[src/rtl/sv39_ptw_lite.sv]
// rtl/sv39_ptw_lite.sv - Sv39 page-table walker filling a TLB on miss, one PTE read outstanding.
// Optional walk counter gated by SV39_PTW_LITE_WALK_CNT_EN.
module sv39_ptw_lite #(
    parameter int ASID_WIDTH     = 1,
    parameter int WALK_CNT_WIDTH = 32
) (
    input  logic                      clk_i,
    input  logic                      rst_i,
    input  logic                      flush_i,
    input  logic                      miss_i,
    input  logic [38:0]               miss_vaddr_i,
    input  logic [ASID_WIDTH-1:0]     miss_asid_i,
    input  logic [43:0]               satp_ppn_i,
    output logic                      busy_o,
    output logic                      mem_req_o,
    output logic [55:0]               mem_addr_o,
    input  logic                      mem_gnt_i,
    input  logic                      mem_rvalid_i,
    input  logic [63:0]               mem_rdata_i,
    output logic                      update_valid_o,
    output logic [26:0]               update_vpn_o,
    output logic [ASID_WIDTH-1:0]     update_asid_o,
    output logic [63:0]               update_content_o,
    output logic                      update_is_2M_o,
    output logic                      update_is_1G_o,
`ifdef SV39_PTW_LITE_WALK_CNT_EN
    output logic [WALK_CNT_WIDTH-1:0] walk_cnt_o,
`endif
    output logic                      fault_o,
    output logic [38:0]               fault_vaddr_o
);

    localparam logic [1:0] S_IDLE    = 2'd0;
    localparam logic [1:0] S_REQ     = 2'd1;
    localparam logic [1:0] S_WAIT    = 2'd2;
    localparam logic [1:0] S_FLUSHED = 2'd3;

    logic [1:0]            state_q;
    logic [1:0]            level_q;
    logic [38:0]           vaddr_q;
    logic [ASID_WIDTH-1:0] asid_q;
    logic [43:0]           ppn_q;
    logic [8:0]            vpn_sel;

    logic pte_v, pte_r, pte_w, pte_x, pte_a;
    logic pte_invalid, pte_leaf, pte_misaligned, pte_descend, pte_ok;

    always_comb begin
        vpn_sel = vaddr_q[20:12];
        case (level_q)
            2'd2:    vpn_sel = vaddr_q[38:30];
            2'd1:    vpn_sel = vaddr_q[29:21];
            default: vpn_sel = vaddr_q[20:12];
        endcase
    end

    assign busy_o     = (state_q != S_IDLE);
    assign mem_req_o  = (state_q == S_REQ);
    // Carry out of bit 55 is simply dropped.
    assign mem_addr_o = mem_req_o ? ({ppn_q, 12'b0} + {44'b0, vpn_sel, 3'b0}) : 56'b0;

    assign pte_v = mem_rdata_i[0];
    assign pte_r = mem_rdata_i[1];
    assign pte_w = mem_rdata_i[2];
    assign pte_x = mem_rdata_i[3];
    assign pte_a = mem_rdata_i[6];

    assign pte_invalid    = !pte_v || (!pte_r && pte_w);
    assign pte_leaf       = pte_r || pte_x;
    assign pte_misaligned = ((level_q == 2'd2) && (mem_rdata_i[27:10] != 18'b0))
                         || ((level_q == 2'd1) && (mem_rdata_i[18:10] != 9'b0));
    assign pte_descend    = !pte_invalid && !pte_leaf && (level_q != 2'd0);
    assign pte_ok         = !pte_invalid && pte_leaf && pte_a && !pte_misaligned;

    always_ff @(posedge clk_i) begin
        if (rst_i) begin
            state_q          <= S_IDLE;
            level_q          <= 2'd2;
            vaddr_q          <= '0;
            asid_q           <= '0;
            ppn_q            <= '0;
            update_valid_o   <= 1'b0;
            update_vpn_o     <= '0;
            update_asid_o    <= '0;
            update_content_o <= '0;
            update_is_2M_o   <= 1'b0;
            update_is_1G_o   <= 1'b0;
            fault_o          <= 1'b0;
        end else begin
            update_valid_o   <= 1'b0;
            update_vpn_o     <= '0;
            update_asid_o    <= '0;
            update_content_o <= '0;
            update_is_2M_o   <= 1'b0;
            update_is_1G_o   <= 1'b0;
            fault_o          <= 1'b0;
            case (state_q)
                S_IDLE: begin
                    if (miss_i && !flush_i) begin
                        vaddr_q <= miss_vaddr_i;
                        asid_q  <= miss_asid_i;
                        ppn_q   <= satp_ppn_i;
                        level_q <= 2'd2;
                        state_q <= S_REQ;
                    end
                end
                S_REQ: begin
                    // A grant in the flush cycle still leaves a response to drain.
                    if (flush_i)        state_q <= mem_gnt_i ? S_FLUSHED : S_IDLE;
                    else if (mem_gnt_i) state_q <= S_WAIT;
                end
                S_WAIT: begin
                    if (mem_rvalid_i) begin
                        if (flush_i) begin
                            state_q <= S_IDLE;
                        end else if (pte_descend) begin
                            ppn_q   <= mem_rdata_i[53:10];
                            level_q <= level_q - 2'd1;
                            state_q <= S_REQ;
                        end else if (pte_ok) begin
                            update_valid_o   <= 1'b1;
                            update_vpn_o     <= vaddr_q[38:12];
                            update_asid_o    <= asid_q;
                            update_content_o <= mem_rdata_i;
                            update_is_1G_o   <= (level_q == 2'd2);
                            update_is_2M_o   <= (level_q == 2'd1);
                            state_q          <= S_IDLE;
                        end else begin
                            fault_o <= 1'b1;
                            state_q <= S_IDLE;
                        end
                    end else if (flush_i) begin
                        state_q <= S_FLUSHED;
                    end
                end
                default: begin
                    if (mem_rvalid_i) state_q <= S_IDLE;
                end
            endcase
        end
    end

    assign fault_vaddr_o = fault_o ? vaddr_q : 39'b0;

`ifdef SV39_PTW_LITE_WALK_CNT_EN
    always_ff @(posedge clk_i) begin
        if (rst_i)                         walk_cnt_o <= '0;
        else if (update_valid_o || fault_o) walk_cnt_o <= walk_cnt_o + {{(WALK_CNT_WIDTH-1){1'b0}}, 1'b1};
    end
`else
    localparam int unused_walk_cnt_width = WALK_CNT_WIDTH;
`endif

endmodule

[config.mk]
export PLATFORM = sky130hd
export DESIGN_NAME = sv39_ptw_lite
export DESIGN_NICKNAME = d
export VERILOG_FILES = /design/src/rtl/sv39_ptw_lite.sv
export SDC_FILE = /design/constraint.sdc
export NUM_CORES = 1
export LEC_CHECK = 0
export ABC_AREA = 0
export BUFFER_PORTS_ARGS = -buffer_cell sky130_fd_sc_hd__buf_2
export CAP_MARGIN = 20
export CORE_AREA = 2 2 136 138
export DETAILED_ROUTE_END_ITERATION = 7
export DIE_AREA = 0 0 138 140
export HOLD_SLACK_MARGIN = 0.06
export PLACE_DENSITY = 0.8
export REMOVE_ABC_BUFFERS = 1
export SETUP_SLACK_MARGIN = 0.15
export SLEW_MARGIN = 20
export SYNTH_ARGS = -nofsm -noshare
export SYNTH_HDL_FRONTEND = slang
export SYNTH_SLANG_ARGS = --single-unit
export TNS_END_PERCENT = 5
[constraint.sdc]
create_clock -name clk_i -period 2.2 [get_ports clk_i]
set_clock_uncertainty 0.15 [all_clocks]
set_input_delay 0.33 -clock clk_i [delete_from_list [all_inputs] [get_ports clk_i]]
set_output_delay 0.33 -clock clk_i [all_outputs]
set_load 0.005 [all_outputs]
==> impl_results.md <==
* Die Height at 140 microns
* Drt pass-1 iters at 6
* Crit path buf inv count at 3
* List of most frequent post-synthesis cells: 184 x dfxtp_1, 92 x and3_1, 87 x a21oi_1
* Critical Path RT at 1.72 ns
* CP Class: register to output pin
* Via count at 7505
* CTS Buffer Depth at 2
* # clock sinks at 184
* Gpl congestion at 0.841
* Setup TNS Final at -0.102 ns
* Final Hold Viols at 0
* Drt drc at 0
* CP max stage cell: dfxtp_4
* Area Growth Syn to Fin at 53.5%
* Top FF cell, synth: dfxtp_1
* Io pins at 347
* Failing checks: setup timing
* Pin count of the biggest net entering global routing at 89
* Slew HR at 65.3%
* F_max at 443 MHz
* Critical path's most frequent cell: buf_12
* DP Worst Slack at 0.0719 ns
* Outcome: finished, violations left
* Async set or reset register ratio after synthesis at 0%
* Hold Worst Slack at 0.0838 ns
* Worst Path Arrival at 1.78 ns
* Detail Route Antenna Nets at 0
* Syn. warnings at 0
* Most frequent cell after synthesis: dfxtp_1
* Syn Area/Cell at 9.67 sq um
* Final core utilization at 64.4%
* Ranking of synthesized cells by area: dfxtp_1 49%, and3_1 7.7%, and2_1 7.2%
* Post-synth EDFFs at 0
* Post-synthesis sequential area ratio at 49.4%
* Rows at 49
* Synth top area share at 49.4%
* Final WS setup at -0.0552 ns
* Grt ovf at 0
* MaxCap Viol Count at 0
* Final HPWL DP at 15.5 mm
* Fin crit share at 103%
* Worst-path cell chain: buf_12 > ha_4 > buf_12 > a22oi_1 > a211oi_4 > buf_2
* Tot GR Track Use at 25.5%
* Detailed Route Iter0 Violations at 381
* Layout cells sized above 1 at 40.8%
* Post-synthesis cell area at 7460 sq um
* Vias/cell at 5.20
* Crit-path leading delay family: compound AO/OA/AOI/OAI gates
* Antenna diodes at 0
* Initial Util at 41.9%
* Setup violations, final at 4
* Pleak at 5.51 nW
* Yosys cell types at 43
* CP startpoint kind: register
* RSZ-0062 raised after global routing: true
* Yosys reg bits at 184
* Worst vdd ir at 0.528 mV
* Die X-Extent at 138 microns
* Post-route cell area at 11400 sq um
* Clk Tree Root Cell: clkbuf_16
* Synth Instances at 771
* CP endpoint kind: output pin
* Max incr delay on CP at 0.36 ns
* Htree depth at 4
* Total wire length at 26.7 mm
* Antenna violations before repair at 0
* Slew Viols, Final at 0
* First-pass GRT wire length at 39.6 mm
* Core area at 17800 sq um
* Clock tree from TritonCTS: yes
* Cell Pwr Density at 673 nW/um^2
* Slew @ Worst Pin at 0.520 ns
* Layout net count at 1357
* Routed wire per std cell at 18.5 microns
* Final min period at 2.26 ns
* Post-placement cell area at 9370 sq um
* Total CTS buffers at 17
* Reg clk slew, reported paths at 0.07 ns
* Worst-Skew Late Latency at 0.42 ns
* Vias in the first global route at 7384
* Worst Hold Class: input pin to register
* Area leader, netlist: dfxtp_1
* Die area at 19300 sq um
* Buffers added on ports at 343
* CP Max Fanout at 10
[cells by family (layout without fill, tap and decap cells)]
kind of cell	count (synthesis)	count (layout)	share of synthesized area [%]
and+or+nand+nor	299	299	22.5
DFF	184	184	49.4
AOI/OAI and AO/OA	160	160	16.0
buffers and inverters	79	519	5.57
muxes	44	44	5.91
adders and majority gates	3	3	0.503
other	1	3	0.0503
xor gates and xnor gates	1	1	0.117
[state kept, by name (all words and copies together), names as in the netlist, 2 cells and up]
| name | flops |
|---|---|
| ppn_q | 44 |
| level_q | 2 |
| update_content_o | 64 |
| state_q | 2 |
| vaddr_q | 39 |
| update_vpn_o | 27 |
[worst reg2reg max path, stage by stage (launching register included)]
cell,delay (ns)
dfxtp_4,0.35
buf_6,0.12
ha_4,0.16
buf_8,0.14
buf_8,0.14
buf_6,0.12
buf_6,0.12
a211oi_4,0.25
buf_6,0.16
buf_16,0.20
and3_1,0.22
[power by group]
part / internal (mW) / total, mW / leakage (nW) / switching [mW]
logic: 0.490 / 0.991 / 3.73 / 0.501
registers: 3.45 / 3.52 / 1.49 / 0.0738
clock network: 1.73 / 3.19 / 0.286 / 1.46
[worst paths after layout]
check | slack (ns) | cells after the start | from | end
worst max-delay path | -0.06 | 6 | level_q[0] | mem_addr_o[4]
worst min-delay path | 0.08 | 2 | mem_rdata_i[3] | update_content_o[3]
worst max register to register | 0.04 | 10 | level_q[1] | update_content_o[50]
worst min register to register | 0.30 | 2 | vaddr_q[0] | vaddr_q[0]
[layout by cell type (no fill, tap or decap), types with 17 or more instances in the layout]
| master | Yosys | final |
|---|---|---|
| a211oi_2 | 41 | 48 |
| a21oi_1 | 87 | 87 |
| and2_1 | 86 | 86 |
| and3_1 | 92 | 89 |
| buf_2 | 16 | 342 |
| buf_4 | 4 | 17 |
| clkbuf_16 | 0 | 19 |
| dfxtp_1 | 184 | 181 |
| dlygate4sd3_1 | 0 | 101 |
| mux2i_1 | 44 | 44 |
| nand2_1 | 83 | 83 |
[stage by stage]
step | power [mW] | instances
2_1_floorplan | 3.99 | 697
3_3_place_gp | 4.36 | 1291
3_5_place_dp | 4.39 | 1291
4_1_cts | 7.72 | 1430
5_1_grt | 7.98 | 1442
6_report | 7.70 | 1442
[final cells by class]
type	count	area, sq um
clock buffer	17	425
clock inverter	15	184
fill	1392	6330
inverter	3	18.8
multi-input combinational	510	3550
sequential	184	3690
tap	229	287
timing repair buffer	484	3290
[routing by layer]
metal  track usage (%)  share of wire [%]  vias to the layer above
li1                  -                  -                     3510
met1              30.2                 40                     3561
met2              44.7                 50                      353
met3              4.85                5.3                       81
met4              12.2                4.0                        0
met5                 0                  0                        -
[timing repair]
item | in CTS | in global routing
pin swaps | 1 | 12
buffers inserted | 4 | 9
endpoints found under the hold margin | 101 | 0
hold buffers | 101 | 0
resized for setup | 23 | 40
gates cloned | 2 | 3
setup endpoints to repair | 150 | 155
Note: power is estimated with default switching activity, not from simulation.
